==> config.mk <==
export PLATFORM = sky130hd
export DESIGN_NAME = cpu_control_unit
export DESIGN_NICKNAME = d
export VERILOG_FILES = /design/src/rtl/cpu_ctrl_pkg.sv /design/src/rtl/instr_decode.sv /design/src/rtl/cpu_control_unit.sv
export SDC_FILE = /design/constraint.sdc
export NUM_CORES = 1
export LEC_CHECK = 0
export BUFFER_PORTS_ARGS = -buffer_cell sky130_fd_sc_hd__clkbuf_2
export CAP_MARGIN = 20
export CORE_ASPECT_RATIO = 1.75
export CORE_UTILIZATION = 47
export CTS_CLUSTER_DIAMETER = 50
export DETAILED_ROUTE_END_ITERATION = 7
export GPL_TIMING_DRIVEN = 1
export PLACE_DENSITY = 0.75
export SLEW_MARGIN = 0
export SYNTH_ARGS = -nofsm -noshare
export SYNTH_HDL_FRONTEND = slang
export SYNTH_SLANG_ARGS = --single-unit
==> constraint.sdc <==
create_clock -name clk -period 1.55 [get_ports clk]
set_input_delay 0.155 -clock clk [delete_from_list [all_inputs] [get_ports clk]]
set_output_delay 0.155 -clock clk [all_outputs]
set_load 0.005 [all_outputs]
==> src/rtl/cpu_ctrl_pkg.sv <==
// Shared types and constants for the multi-cycle CPU control unit.
package cpu_ctrl_pkg;

   localparam int unsigned INSTR_W  = 16;
   localparam int unsigned OPCODE_W = 4;
   localparam int unsigned SEL_W    = 2;
   localparam int unsigned IMM_W    = 8;
   localparam int unsigned ALU_OP_W = 2;

   localparam int unsigned OPCODE_LSB = 12;
   localparam int unsigned SEL_LSB    = 10;
   localparam int unsigned RSVD_LSB   = 8;
   localparam int unsigned IMM_LSB    = 0;

   typedef enum logic [2:0] {
      ST_FETCH,
      ST_DECODE,
      ST_EXECUTE,
      ST_WRITEBACK,
      ST_HALT
   } ctrl_state_t;

   localparam logic [OPCODE_W-1:0] OP_NOP   = 4'd0;
   localparam logic [OPCODE_W-1:0] OP_LOAD  = 4'd1;
   localparam logic [OPCODE_W-1:0] OP_ADD   = 4'd2;
   localparam logic [OPCODE_W-1:0] OP_SUB   = 4'd3;
   localparam logic [OPCODE_W-1:0] OP_STORE = 4'd4;
   localparam logic [OPCODE_W-1:0] OP_JMP   = 4'd5;
   localparam logic [OPCODE_W-1:0] OP_JZ    = 4'd6;
   localparam logic [OPCODE_W-1:0] OP_HALT  = 4'd7;

   localparam logic [ALU_OP_W-1:0] ALU_PASS = 2'b00;
   localparam logic [ALU_OP_W-1:0] ALU_ADD  = 2'b01;
   localparam logic [ALU_OP_W-1:0] ALU_SUB  = 2'b10;

   // Field order mirrors the instruction word, MSB first.
   typedef struct packed {
      logic [OPCODE_W-1:0] opcode;
      logic [SEL_W-1:0]    sel;
      logic [1:0]          rsvd;
      logic [IMM_W-1:0]    imm;
   } instr_t;

endpackage

==> src/rtl/instr_decode.sv <==
// Combinational opcode decoder: ALU operation and instruction-class flags.
module instr_decode
   import cpu_ctrl_pkg::*;
(
   input  logic [OPCODE_W-1:0] opcode,
   output logic [ALU_OP_W-1:0] alu_op_c,
   output logic                alu_write_c,
   output logic                store_c,
   output logic                jump_c,
   output logic                halt_c
);

   always_comb begin
      alu_op_c    = ALU_PASS;
      alu_write_c = 1'b0;
      store_c     = 1'b0;
      jump_c      = 1'b0;
      halt_c      = 1'b0;
      unique case (opcode)
         OP_LOAD: alu_write_c = 1'b1;
         OP_ADD: begin
            alu_op_c    = ALU_ADD;
            alu_write_c = 1'b1;
         end
         OP_SUB: begin
            alu_op_c    = ALU_SUB;
            alu_write_c = 1'b1;
         end
         OP_STORE: store_c = 1'b1;
         OP_JMP,
         OP_JZ:    jump_c  = 1'b1;
         OP_HALT:  halt_c  = 1'b1;
         // NOP and opcodes 8-15 behave as NOP
         default: ;
      endcase
   end

endmodule

==> src/rtl/cpu_control_unit.sv <==
// Multi-cycle control FSM: fetch over valid/ready, decode, drive mux/ALU/strobes, own the PC.
module cpu_control_unit
   import cpu_ctrl_pkg::*;
#(
   parameter int unsigned ADDR_WIDTH  = 8,
   parameter int unsigned INSTR_WIDTH = 16
) (
   input  logic                   clk,
   input  logic                   rst_n,
   input  logic                   instr_valid,
   input  logic [INSTR_WIDTH-1:0] instr_data,
   output logic                   instr_ready,
   input  logic                   zero_flag,
   output logic [ADDR_WIDTH-1:0]  pc,
   output logic [SEL_W-1:0]       mux_sel,
   output logic [IMM_W-1:0]       imm,
   output logic [ALU_OP_W-1:0]    alu_op,
   output logic                   acc_we,
   output logic                   mem_we,
   output logic                   halted
);

   ctrl_state_t state_q, state_d;
   instr_t      ir_q, ir_d;

   logic [ADDR_WIDTH-1:0] pc_d;
   logic [SEL_W-1:0]      mux_sel_d;
   logic [IMM_W-1:0]      imm_d;
   logic [ALU_OP_W-1:0]   alu_op_d;
   logic                  instr_ready_d, acc_we_d, mem_we_d, halted_d;

   logic [ALU_OP_W-1:0] dec_alu_op_c;
   logic                dec_alu_write_c, dec_store_c, dec_jump_c, dec_halt_c;
   logic                unused_rsvd_c;

   assign unused_rsvd_c = ^ir_q.rsvd;

   instr_decode u_decode (
      .opcode      (ir_q.opcode),
      .alu_op_c    (dec_alu_op_c),
      .alu_write_c (dec_alu_write_c),
      .store_c     (dec_store_c),
      .jump_c      (dec_jump_c),
      .halt_c      (dec_halt_c)
   );

   // Next-state, datapath-register and strobe logic
   always_comb begin
      state_d   = state_q;
      ir_d      = ir_q;
      pc_d      = pc;
      mux_sel_d = mux_sel;
      imm_d     = imm;
      alu_op_d  = alu_op;
      unique case (state_q)
         ST_FETCH: begin
            if (instr_valid) begin
               ir_d    = instr_t'(instr_data);
               pc_d    = pc + ADDR_WIDTH'(1);
               state_d = ST_DECODE;
            end
         end
         ST_DECODE: begin
            mux_sel_d = ir_q.sel;
            imm_d     = ir_q.imm;
            alu_op_d  = dec_alu_op_c;
            state_d   = ST_EXECUTE;
         end
         ST_EXECUTE: begin
            if (dec_jump_c && ((ir_q.opcode == OP_JMP) || zero_flag)) begin
               pc_d = ADDR_WIDTH'(ir_q.imm);
            end
            if (dec_halt_c) begin
               state_d = ST_HALT;
            end else if (dec_alu_write_c) begin
               state_d = ST_WRITEBACK;
            end else begin
               state_d = ST_FETCH;
            end
         end
         ST_WRITEBACK: state_d = ST_FETCH;
         ST_HALT:      state_d = ST_HALT;
         default:      state_d = ST_FETCH;
      endcase

      // Strobes are flopped decodes of the state being entered, so they track the state register glitch-free.
      instr_ready_d = (state_d == ST_FETCH);
      acc_we_d      = (state_d == ST_WRITEBACK);
      mem_we_d      = (state_d == ST_EXECUTE) && dec_store_c;
      halted_d      = (state_d == ST_HALT);
   end

   always_ff @(posedge clk or negedge rst_n) begin
      if (!rst_n) begin
         state_q     <= ST_FETCH;
         ir_q        <= '0;
         pc          <= '0;
         mux_sel     <= '0;
         imm         <= '0;
         alu_op      <= ALU_PASS;
         instr_ready <= 1'b1;
         acc_we      <= 1'b0;
         mem_we      <= 1'b0;
         halted      <= 1'b0;
      end else begin
         state_q     <= state_d;
         ir_q        <= ir_d;
         pc          <= pc_d;
         mux_sel     <= mux_sel_d;
         imm         <= imm_d;
         alu_op      <= alu_op_d;
         instr_ready <= instr_ready_d;
         acc_we      <= acc_we_d;
         mem_we      <= mem_we_d;
         halted      <= halted_d;
      end
   end

endmodule
Yosys cells after proc, flatten, opt, wreduce, memory -nomap -nowiden
Index checks and enable logic that the tools add are counted.
- register bits: 41
- input port bits: 20
- output and inout port bits: 24
- word-level logic and storage cells: 50
- add/subtract/negate cells: 1
- eq/ne operators: 15
- muxes and demuxes: 12
- reductions and logical operators: 10
- operator list (operator ; count):
    4-bit by 3-bit == test with 1-bit output, second input constant ; 4
    8-bit 2-to-1 mux ; 2
    8-bit case mux with 2 select lines ; 1
    3-bit case mux with 4 select lines ; 1
    3-bit by 2-bit == test with 1-bit output, second input constant ; 3
    8-bit by 1-bit adder with 8-bit output, second input constant ; 1
    4-bit by 2-bit == test with 1-bit output, second input constant ; 2
    3-bit == test, second input constant ; 2
    3-bit zero test ; 2
    3-bit 2-to-1 mux ; 2
    4-bit by 1-bit == test with 1-bit output, second input constant ; 1
    1-bit 2-to-1 mux ; 4
    2-bit != test, second input constant ; 2
    2-bit case mux with 2 select lines ; 1
    3-bit by 1-bit == test with 1-bit output, second input constant ; 1
    3-bit AND reduction ; 1
    3-bit OR reduction ; 1
    1-bit logical AND ; 2
    2-bit 2-to-1 mux ; 1
    2-bit AND reduction ; 1
    2-bit nonzero test ; 1
    2-bit OR reduction ; 1
    1-bit logical OR ; 1

Depth between registers and ports, before layout
Gate-level depths: netlist (run 1).
- depth in word-level cells: 8
- depth in mapped cells: 6
- depth with buffers taken out: 4

By module
From an unflattened synthesis (run 1), not the netlist that was laid out.
- cell total of the unflattened synthesis: 172
- area total of the unflattened synthesis: 1845.5 µm²
- modules (own cells, without submodules) (module ; instances ; cells each ; area each (µm²) ; seq. area each (µm²)):
    cpu_control_unit ; 1 ; 162 ; 1775.5 ; 1027.2
    instr_decode ; 1 ; 10 ; 70.1 ; 0.0

Worst setup path before layout (run 1)
Ideal clock, no wire load.
- kind: register to register
- from: reg state_q[2]
- to: reg ir_q[10] in the netlist's numbering
- setup time: 0.125 ns
- data arrival time: 1.559 ns
- required time: 1.425 ns
- slack: -0.134 ns
- stages on the path, launching flop included: 4
- buffers on the path: 1
- period minus slack after synthesis: 1.684 ns
- path through: dfrtp_1 -> nor4b_2 -> buf_2 -> mux2_2
- cells in the longest elaborated chain, start to end: 2
- RTL lines (element ; RTL line ; text):
    start: declaration ; cpu_control_unit.sv:23 ; ctrl_state_t state_q, state_d;
    start signal: assignment ; cpu_control_unit.sv:106 ; state_q <= state_d;
    3-bit zero test ; cpu_control_unit.sv:55 ; unique case (state_q)
    2-bit AND reduction (no line) ; n/a ;
    end signal: assignment ; cpu_control_unit.sv:107 ; ir_q <= ir_d;
    end: declaration ; cpu_control_unit.sv:24 ; instr_t ir_q, ir_d;
Every way passes these cells.
A chain may end at the register's enable or synchronous reset.

Worst setup path after layout (run 1)
- from: reg state_q[2]
- to: reg pc[6]
- cells in the longest elaborated chain, start to end: 3
- elaborated cells on any way between the ends: 7
- those cells by class: eq/ne: 3; mux: 1; reduce/logical: 3
- RTL lines (element ; RTL line ; text):
    3-bit by 2-bit == test with 1-bit output or 3-bit zero test (tied branches) ; cpu_control_unit.sv:55 ;
    2-bit != test (no line) or 2-bit nonzero test (tied branches) ; n/a ;
    3-bit AND reduction (no line) ; n/a ;
    end signal: assignment ; cpu_control_unit.sv:108 ; pc <= pc_d;
    end: declaration ; cpu_control_unit.sv:14 ; output logic [ADDR_WIDTH-1:0] pc,
Several ways; a longest one is shown, not always the timed one.

==> results of run 1 <==
[worst min-delay path, stage by stage]
cell and delay [ns]:
clkbuf_2 0.08, nand2_1 0.03, o21ai_0 0.05
[area by class of cell]
class / count / area, µm²
clock buffer: 6 / 82.58
clock inverter: 2 / 37.54
fill: 300 / 1170
inverter: 5 / 18.77
multi-input combinational: 112 / 790.8
sequential: 41 / 1027
tap: 46 / 57.56
timing repair buffer: 68 / 444.2
[layer usage]
metal,up-vias,GRT usage,part of all wire
li1,713,-,-
met1,721,0.2537,0.43
met2,39,0.3380,0.50
met3,11,0.04212,0.034
met4,0,0.1096,0.028
met5,-,0,0
[flip-flops by register name (all words and copies together) (netlist names)]
signal	count
state_q	3
halted	1
mux_sel	2
pc	8
ir_q	14
alu_op	2
acc_we	1
mem_we	1
instr_ready	1
imm	8
[logic make-up (layout without fill, tap and decap cells)]
family          after synthesis  in the layout  share of synthesized area
compound gates               25             25                     0.1015
fa+ha+maj                     1              1                   0.007051
buf+inv                      13             81                    0.03103
flops                        41             41                     0.5790
mux                          13             13                    0.08251
simple gates                 73             73                     0.1989
[cells in the mapped netlist, types with 2 or more instances]
library cell and count:
a211oi_1 2, a21oi_1 3, a22oi_1 2, a2bb2oi_1 2, and2_1 2, and4_1 2
buf_2 2, clkbuf_1 5, dfrtp_1 40, inv_1 5, mux2_2 13, nand2_1 38
nand2b_1 3, nand3_1 6, nor2_1 7, nor3_1 4, o21ai_0 4, o22ai_1 6
[through the flow]
| step | cells | utilization | setup TNS (ns) | instance area (µm²) |
|---|---|---|---|---|
| after floorplan | 166 | - | -0.1552 | 1798 |
| after global placement | 267 | 0.6007 | -0.03089 | 2180 |
| after detailed placement | 267 | 0.6007 | -0.3382 | 2180 |
| after CTS | 278 | 0.6534 | -0.3864 | 2371 |
| after global routing | 280 | 0.6776 | -0.7941 | 2459 |
| final | 280 | 0.6776 | -0.01140 | 2459 |
[power groups by stage]
stage | clock network, µW | logic, µW | registers, µW
global placement | 0 | 1930 | 1970
global route | 966 | 2510 | 2060
CTS | 911 | 2120 | 1980
finish | 898 | 2300 | 2000
detailed placement | 0 | 1990 | 1980
floorplan | 0 | 1160 | 1960
[timing repair]
action,CTS,global route
hold buffers,1,0
gates resized for setup,13,18
setup buffers,2,3
setup endpoints to repair,20,22
pin swaps,3,5
hold endpoints to repair,40,0
[worst max-delay path by stage]
stage | end | slack [ns] | depth (start not counted)
2_1_floorplan | pc[4] | -0.07 | 6
3_3_place_gp | pc[2] | -0.02 | 5
3_5_place_dp | pc[4] | -0.05 | 5
4_1_cts | pc[4] | -0.05 | 5
5_1_grt | pc[6] | -0.07 | 7
6_report | pc[6] | -0.01 | 7
==> flow_metrics.py, run 1 <==
metrics = {
    "synthesis": {
        "syn_nets": 187,
        "ys_warn_count": 0,
        "synth_enable_flop_cells": 0,
        "yosysTopAreaCellShare": 0.5642,
        "synthArstFlopShare": 1.000,
        "syn-cell-area_um2": 1774,
        "ys_seq_elements": 41,
        "synth_ff_type": "dfrtp_1",
        "synth.largest_area_cell": "dfrtp_1",
        "syn_inst": 166,
        "synthDistinctLibCells": 38,
        "synth_area_leaders": "dfrtp_1 (56%), mux2_2 (8.3%), nand2_1 (8.0%)",
        "yosysSeqAreaShare": 0.5790,
        "syn_avg_cell_area_um2": 10.69,
    },
    "critical_path": {
        "r2r_end": "pc[6]",
        "r2r_cells": 7,
        "path_cells": "buf_6 -> nor4b_4 -> buf_4 -> and4_4 -> buf_4 -> a211oi_1 -> a21oi_1",
        "critPathMaxStageDelay_ns": 0.40,
        "path_buf_inv": 3,
        "cp_slowest_cell": "dfrtp_1",
        "path_max_fanout": 5,
        "crit_top_cell": "buf_4",
        "critPathRequiredTime_ns": 1.79,
        "r2r_start": "state_q[2]",
        "critPathArrivalTime_ns": 1.80,
        "endpoint_kind": "flip-flop",
        "critPathKind": "reg2reg",
        "path_delay_family": "simple AND/OR/NAND/NOR gates",
        "crit_start": "state_q[2]",
        "reg2reg_slack_ns": -0.01,
        "startpoint_type": "flip-flop",
    },
    "power": {
        "leakagePower_uw": 0.001250,
        "internal-power_uw": 3354,
        "swShare": 0.3542,
        "p_switching_uw": 1840,
        "ir_worst_vdd_mv": 1.744,
        "p_total_uw": 5195,
        "comb_power_share": 0.443,
        "power_frac_clock": 0.173,
        "p_per_area_nw_per_um2": 2113,
        "p_seq_frac": 0.384,
    },
    "place": {
        "post-place-ws_ns": -0.05336,
        "port_buffers": 41,
        "gp_congestion": 0.8774,
        "hpwl_mm": 2.727,
    },
    "final_layout": {
        "drive_gt1_frac": 0.4359,
        "layout_common_cells": "clkbuf_2 (41), dfrtp_1 (40), nand2_1 (38)",
        "synthToLayoutAreaGrowth_pct": 38.58,
        "nNetsFinal": 254,
        "final_common_cell": "clkbuf_2",
        "diodes": 0,
    },
    "run": {
        "max_cap_violations": 0,
    },
    "die": {
        "die_h_um": 83.28,
        "die_area_um2": 4034,
        "start_util": 0.4890,
        "ioPinCount": 44,
        "rows": 29,
        "coreArea_um2": 3628,
        "die_x_um": 48.45,
    },
    "timing": {
        "post-route-min-period_ns": 1.561,
        "postLayoutSetupSlackWorst_ns": -0.01140,
        "hold_viol": 0,
        "drv_slew": 0,
        "holdWs_ns": 0.06970,
        "tightest_slew_ns": 0.5062,
        "relSlewSlack": 0.6625,
        "skew_ns": 0.01779,
        "setup_viol": 1,
        "rsz0062_at_grt": "true",
        "fin_crit_sh": 1.007,
        "max_freq_mhz": 640.5,
    },
    "detailed_routing": {
        "dr.pass1.iters": 4,
        "drt-vias-per-instance": 5.300,
        "antenna_left": 0,
        "vias": 1484,
        "drt_iter0_drc": 33,
        "drt-total-wl_mm": 3.903,
        "wire_per_inst_um": 13.94,
        "drcViolationCount": 0,
    },
    "global_route": {
        "grt_max_degree": 42,
        "grt_pass1_vias": 1390,
        "gr-total-overflow": 0,
        "antenna_found_initial": 0,
        "grt_usage": 0.2067,
        "grt_pass1_wl_mm": 6.375,
    },
    "clocking": {
        "root_buffer": "clkbuf_8",
        "cts.sinks": 41,
        "clk_path_buf_depth": 2,
        "cts_buffers": 5,
        "cts_tree": "built",
        "clkSlewWorstSetupHoldPaths_ns": 0.09,
        "htreeDepth": 2,
        "insertion_delay_ns": 0.30,
    },
    "outcome": {
        "outcome": "complete, but fails checks",
        "violations": "negative setup slack",
    },
    "hold_path": {
        "whs_endpoint": "ir_q[12]",
        "holdPathStages": 3,
        "hp-start": "instr_data[12]",
        "hold_class": "in2reg",
    },
}
No activity file was read; power rests on OpenSTA's default activity.
==> run 2, diff against run 1 <==
--- a/config.mk
+++ b/config.mk
@@ -5,6 +5,7 @@
 export SDC_FILE = /design/constraint.sdc
 export NUM_CORES = 1
 export LEC_CHECK = 0
+export ABC_AREA = 1
 export BUFFER_PORTS_ARGS = -buffer_cell sky130_fd_sc_hd__clkbuf_2
 export CAP_MARGIN = 20
 export CORE_ASPECT_RATIO = 1.75
@@ -12,7 +13,7 @@
 export CTS_CLUSTER_DIAMETER = 50
 export DETAILED_ROUTE_END_ITERATION = 7
 export GPL_TIMING_DRIVEN = 1
-export PLACE_DENSITY = 0.75
+export PLACE_DENSITY = 0.74
 export SLEW_MARGIN = 0
 export SYNTH_ARGS = -nofsm -noshare
 export SYNTH_HDL_FRONTEND = slang
==> run 2 against run 1 <==
Effect of this change:
- sequential power shrank 7%
- critical path depth fell by 1
- first-iteration DRC count fell by 6.1%
- utilization down 8.4 points
- clock power is 20% lower
- fmax up 15%
- the run now ends clean
- die area increased by 3.8%
- register-to-register slack gained 0.21 ns
- via count increased by 0.74%
- sequential cell count did not move
- count of clock-buffer cells in the layout grew 2
==> flow_metrics.py, run 2 <==
metrics = {
    "place": {
        "hpwl_mm": 2.551,
        "gp_congestion": 0.8307,
        "placed_area_um2": 2098,
        "port_buffers": 41,
    },
    "synthesis": {
        "syn_nets": 234,
        "yosysSeqAreaShare": 0.5574,
        "syn_inst": 213,
        "synth_enable_flop_cells": 0,
        "syn-cell-area_um2": 1843,
        "synth_commonest_cells": "nand2_1 (61), dfrtp_1 (40), inv_1 (22)",
        "synth_ff_type": "dfrtp_1",
        "ys_seq_elements": 41,
        "synthDistinctLibCells": 24,
        "synthArstFlopShare": 1.000,
        "syn_avg_cell_area_um2": 8.653,
        "synth.largest_area_cell": "dfrtp_1",
        "yosysTopAreaCellShare": 0.5431,
        "ys_warn_count": 0,
        "yosysMostFrequentCell": "nand2_1",
        "synth_area_leaders": "dfrtp_1 (54%), nand2_1 (12%), inv_1 (4.5%)",
    },
    "timing": {
        "skew_ns": 0.004741,
        "finalSetupTns_ns": 0,
        "setup_viol": 0,
        "hold_viol": 0,
        "rsz0062_at_grt": "false",
        "drv_slew": 0,
        "relSlewSlack": 0.6593,
        "post-route-min-period_ns": 1.353,
        "max_freq_mhz": 739.0,
        "tightest_slew_ns": 0.5111,
        "fin_crit_sh": 0.8730,
    },
    "power": {
        "p_switching_uw": 1672,
        "leakagePower_uw": 0.001179,
        "comb_power_share": 0.395,
        "ir_worst_vdd_mv": 1.115,
        "p_per_area_nw_per_um2": 1943,
        "internal-power_uw": 2598,
        "power_frac_clock": 0.169,
        "p_seq_frac": 0.437,
        "swShare": 0.3916,
    },
    "die": {
        "die_h_um": 84.84,
        "die_x_um": 49.34,
        "rows": 29,
        "die_area_um2": 4186,
        "ioPinCount": 44,
        "coreArea_um2": 3701,
        "start_util": 0.4980,
    },
    "detailed_routing": {
        "vias": 1495,
        "drt-total-wl_mm": 3.555,
        "dr.pass1.iters": 4,
        "drt-vias-per-instance": 4.854,
        "wire_per_inst_um": 11.54,
        "antenna_left": 0,
        "drt_iter0_drc": 31,
        "drcViolationCount": 0,
    },
    "critical_path": {
        "endpoint_kind": "flip-flop",
        "critPathArrivalTime_ns": 1.54,
        "cp_slowest_cell": "dfrtp_1",
        "crit_top_cell": "nand2_1",
        "path_max_fanout": 6,
        "path_cells": "ha_1 -> or2_2 -> nand3_1 -> o21ai_0 -> nand2_1 -> nand2_1",
        "path_buf_inv": 0,
        "path_delay_family": "simple AND/OR/NAND/NOR gates",
        "critPathMaxStageDelay_ns": 0.43,
        "critPathRequiredTime_ns": 1.74,
        "startpoint_type": "flip-flop",
        "critPathKind": "reg2reg",
        "r2r_cells": 6,
        "cp.depth": 6,
    },
    "final_layout": {
        "top_register": "ir_q",
        "design_area_um2": 2198,
        "nNetsFinal": 282,
        "drive_gt1_frac": 0.2519,
        "layout_common_cells": "nand2_1 (61), clkbuf_2 (41), dfrtp_1 (40)",
        "top_regs": "ir_q (14), imm (8), pc (8)",
        "synthToLayoutAreaGrowth_pct": 19.28,
        "largest_reg_flops": 14,
        "final_common_cell": "nand2_1",
        "diodes": 0,
    },
    "global_route": {
        "antenna_found_initial": 0,
        "grt_pass1_vias": 1452,
        "grt_usage": 0.2016,
        "grt_pass1_wl_mm": 6.410,
        "gr-total-overflow": 0,
        "grt_max_degree": 23,
    },
    "clocking": {
        "clk_path_buf_depth": 2,
        "post_cts_buffers": 0,
        "cts_resized": 0,
        "cts.sinks": 41,
        "cts_buffers": 5,
        "root_buffer": "clkbuf_8",
        "cts_tree": "built",
        "insertion_delay_ns": 0.29,
        "cts_hold_buf": 1,
        "htreeDepth": 2,
        "clkSlewWorstSetupHoldPaths_ns": 0.07,
    },
    "hold_path": {
        "holdPathStages": 2,
        "hold_class": "in2reg",
    },
    "run": {
        "max_cap_violations": 0,
    },
    "outcome": {
        "outcome": "finished clean",
    },
}
## run 2: kinds of logic after synthesis
family | after synthesis | share of synthesized area
AOI/OAI and AO/OA | 30 | 0.08554
DFF | 41 | 0.5574
adders and majority gates | 1 | 0.006788
buffers and inverters | 30 | 0.07331
muxes | 3 | 0.01833
and+or+nand+nor | 108 | 0.2587
## run 2: per-layer routing
| metal | wire [µm] | vias to the layer above | global-route usage |
|---|---|---|---|
| li1 | - | 769 | - |
| met1 | 1550 | 669 | 0.2452 |
| met2 | 1763 | 48 | 0.3313 |
| met3 | 153 | 9 | 0.03763 |
| met4 | 88 | 0 | 0.1123 |
| met5 | 0 | - | 0 |
## run 2: stage by stage
| step | total power [µW] | std cells | utilization | setup slack [ns] | hold WS [ns] |
|---|---|---|---|---|---|
| 3_5_place_dp | 3581 | 299 | 0.5669 | 0.2127 | 0.1536 |
| 2_1_floorplan | 3021 | 213 | - | 0.2730 | -0.1406 |
| 3_3_place_gp | 3523 | 299 | 0.5669 | 0.2318 | 0.1450 |
| 4_1_cts | 4315 | 308 | 0.5940 | 0.2007 | 0.08146 |
| 5_1_grt | 4671 | 308 | 0.5940 | 0.04729 | 0.08515 |
| 6_report | 4270 | 308 | 0.5940 | 0.1968 | 0.08703 |
## run 2: power by group through the flow
stage	sequential, µW	clock [µW]	combinational (µW)
detailed placement	1880	0	1700
global route	1930	779	1960
finish	1870	720	1680
global placement	1860	0	1660
floorplan	1840	0	1180
CTS	1870	736	1710
## run 2: path summary, 6_finish.rpt
path                                     start    endpoint  slack [ns]
worst max-delay path                     pc[1]       pc[2]        0.20
worst min-delay path            instr_data[10]    ir_q[10]        0.09
worst max register to register           pc[1]       pc[2]        0.20
worst min register to register        ir_q[10]  mux_sel[0]        0.47
max in group asynchronous                rst_n     ir_q[5]        0.64
min in group asynchronous                rst_n    ir_q[12]        0.36
## run 2: area by class of cell
class                   instances  area (µm²)
flip-flops and latches         41        1027
repair buffers                 47       252.7
clock buffers                   8       90.09
well taps                      46       57.56
multi-input cells             142       680.7
inverters                      24       90.09
fillers                       361        1503
==> run 3, diff against run 2 <==
==> constraint.sdc (replaced) <==
create_clock -name clk -period 1.1 [get_ports clk]
set_input_delay 0.11 -clock clk [delete_from_list [all_inputs] [get_ports clk]]
set_output_delay 0.11 -clock clk [all_outputs]
set_load 0.005 [all_outputs]
==> run 3 against run 2 <==
Effect of this change:
- the run now ends with negative setup slack left
- routed wire length increased by 27%
- global-route usage increased by 4.4 points
- sequential power increased by 43%
- die area unchanged
- combinational power increased by 110%
- sequential share of layout area decreased by 7.4 points
- largest power group is now combinational cells
- critical path depth decreased by 2
- power increased by 77%
- sequential cell count unchanged
==> flow_metrics.py, run 3 (synthesized netlist as in run 2, its figures left out) <==
metrics = {
    "place": {
        "port_buffers": 41,
        "gp_congestion": 0.8180,
        "hpwl_mm": 2.820,
    },
    "final_layout": {
        "regArea_um2": 1033,
        "drive_gt1_frac": 0.4021,
        "layout_common_cells": "nand2_1 (58), clkbuf_2 (40), dfrtp_1 (35)",
        "fill_cells": 304,
        "final_util": 0.7106,
        "top_regs": "ir_q (14), imm (8), pc (8)",
        "final_common_cell": "nand2_1",
        "top_register": "ir_q",
        "largest_reg_flops": 14,
        "nNetsFinal": 306,
        "multi_input_area_um2": 804.5,
        "synthToLayoutAreaGrowth_pct": 42.70,
        "diodes": 0,
    },
    "hold_path": {
        "hold_class": "in2reg",
    },
    "global_route": {
        "grt_pass1_wl_mm": 7.548,
        "gr-total-overflow": 0,
        "grt_usage": 0.2454,
        "grt_max_degree": 32,
        "grt_pass1_vias": 1603,
        "antenna_found_initial": 0,
    },
    "power": {
        "p_switching_uw": 2876,
        "p_total_uw": 7560,
        "comb_power_share": 0.477,
        "p_seq_frac": 0.355,
        "ir_worst_vdd_mv": 1.763,
        "p_per_area_nw_per_um2": 2875,
        "swShare": 0.3804,
        "power_frac_clock": 0.168,
        "internal-power_uw": 4684,
        "leakagePower_uw": 0.001356,
    },
    "critical_path": {
        "critPathKind": "reg2reg",
        "endpoint_kind": "flip-flop",
        "path_max_fanout": 4,
        "startpoint_type": "flip-flop",
        "path_cells": "nor2_4 -> buf_4 -> nand3_4 -> mux2_2",
        "critPathMaxStageDelay_ns": 0.45,
        "cp_slowest_cell": "dfrtp_2",
        "critPathRequiredTime_ns": 1.29,
        "critPathArrivalTime_ns": 1.43,
    },
    "timing": {
        "tightest_slew_ns": 0.3128,
        "setup_viol": 33,
        "postLayoutSetupSlackWorst_ns": -0.1439,
        "fin_crit_sh": 1.131,
        "drv_slew": 0,
        "post-route-min-period_ns": 1.244,
        "holdWs_ns": 0.04003,
        "rsz0062_at_grt": "true",
        "relSlewSlack": 0.7915,
        "skew_ns": 0.004474,
        "max_freq_mhz": 804.0,
        "hold_viol": 0,
    },
    "detailed_routing": {
        "antenna_left": 0,
        "drt-total-wl_mm": 4.500,
        "drcViolationCount": 0,
        "dr.pass1.iters": 4,
        "drt-vias-per-instance": 4.976,
        "vias": 1652,
        "wire_per_inst_um": 13.55,
        "drt_iter0_drc": 53,
    },
    "clocking": {
        "cts_tree": "built",
        "root_buffer": "clkbuf_8",
        "htreeDepth": 2,
        "clk_path_buf_depth": 2,
        "insertion_delay_ns": 0.30,
        "clkSlewWorstSetupHoldPaths_ns": 0.08,
        "cts.sinks": 41,
        "cts_buffers": 5,
    },
    "run": {
        "max_cap_violations": 0,
    },
    "die": {
        "die_h_um": 84.84,
        "start_util": 0.4980,
        "rows": 29,
        "coreArea_um2": 3701,
        "die_x_um": 49.34,
        "ioPinCount": 44,
        "die_area_um2": 4186,
    },
    "outcome": {
        "outcome": "complete, but fails checks",
        "violations": "negative setup slack",
    },
}
==> run 3: cell type report <==
type                       count  area share
sequential                    41      0.3930
clock buffer                   7     0.03283
multi-input combinational    143      0.3059
timing repair buffer          70      0.1989
inverter                      24     0.03616
tap                           46     0.02188
clock inverter                 1     0.01142
==> run 3: routing by layer <==
metal / GRT usage / wire length [µm] / vias up
met5: 0 / 0 / -
li1: - / - / 823
met3: 0.05018 / 129 / 9
met1: 0.2857 / 1817 / 789
met4: 0.1203 / 107 / 0
met2: 0.4209 / 2445 / 31
==> run 3: power by group through the flow <==
| stage | clock [µW] | combinational, µW | sequential, µW |
|---|---|---|---|
| finish | 1270 | 3610 | 2680 |
| global route | 1350 | 4010 | 2750 |
| CTS | 1280 | 3380 | 2640 |
| detailed placement | 0 | 2980 | 2650 |
| global placement | 0 | 2890 | 2620 |
| floorplan | 0 | 1720 | 2610 |
==> run 3: through the flow <==
step	TNS, ns	cells	area, µm²	worst slack [ns]
2_1_floorplan	-0.5810	213	1864	-0.04623
3_3_place_gp	-1.492	317	2280	-0.08834
3_5_place_dp	-2.136	317	2280	-0.1344
4_1_cts	-2.130	330	2552	-0.1262
5_1_grt	-5.458	332	2630	-0.2276
6_report	-2.686	332	2630	-0.1439
==> run 3: final timing paths <==
| check | startpoint | end | slack [ns] | cells past startpoint |
|---|---|---|---|---|
| min | instr_data[11] | ir_q[11] | 0.04 | 2 |
| min reg2reg | ir_q[11] | mux_sel[1] | 0.48 | 2 |
| max | state_q[0] | ir_q[10] | -0.14 | 4 |
| max in group asynchronous | rst_n | pc[2] | 0.39 | 3 |
| min in group asynchronous | rst_n | mem_we | 0.22 | 2 |
| max reg2reg | state_q[0] | ir_q[10] | -0.14 | 4 |
==> run 3: worst max-delay path: cells and delay by family, from the launching register on <==
family                 cells  cell delay [ns]
flip-flops                 1             0.45
multiplexers               1             0.28
AND/OR/NAND/NOR            2             0.24
buffers and inverters      1             0.15
==> run 3: timing repair <==
action	in CTS	in global routing
setup buffers	2	2
hold buffers	1	0
endpoints found under the hold margin	10	0
gates resized for setup	23	21
gates cloned	2	0
setup endpoints to repair	31	45
pin swaps	4	4
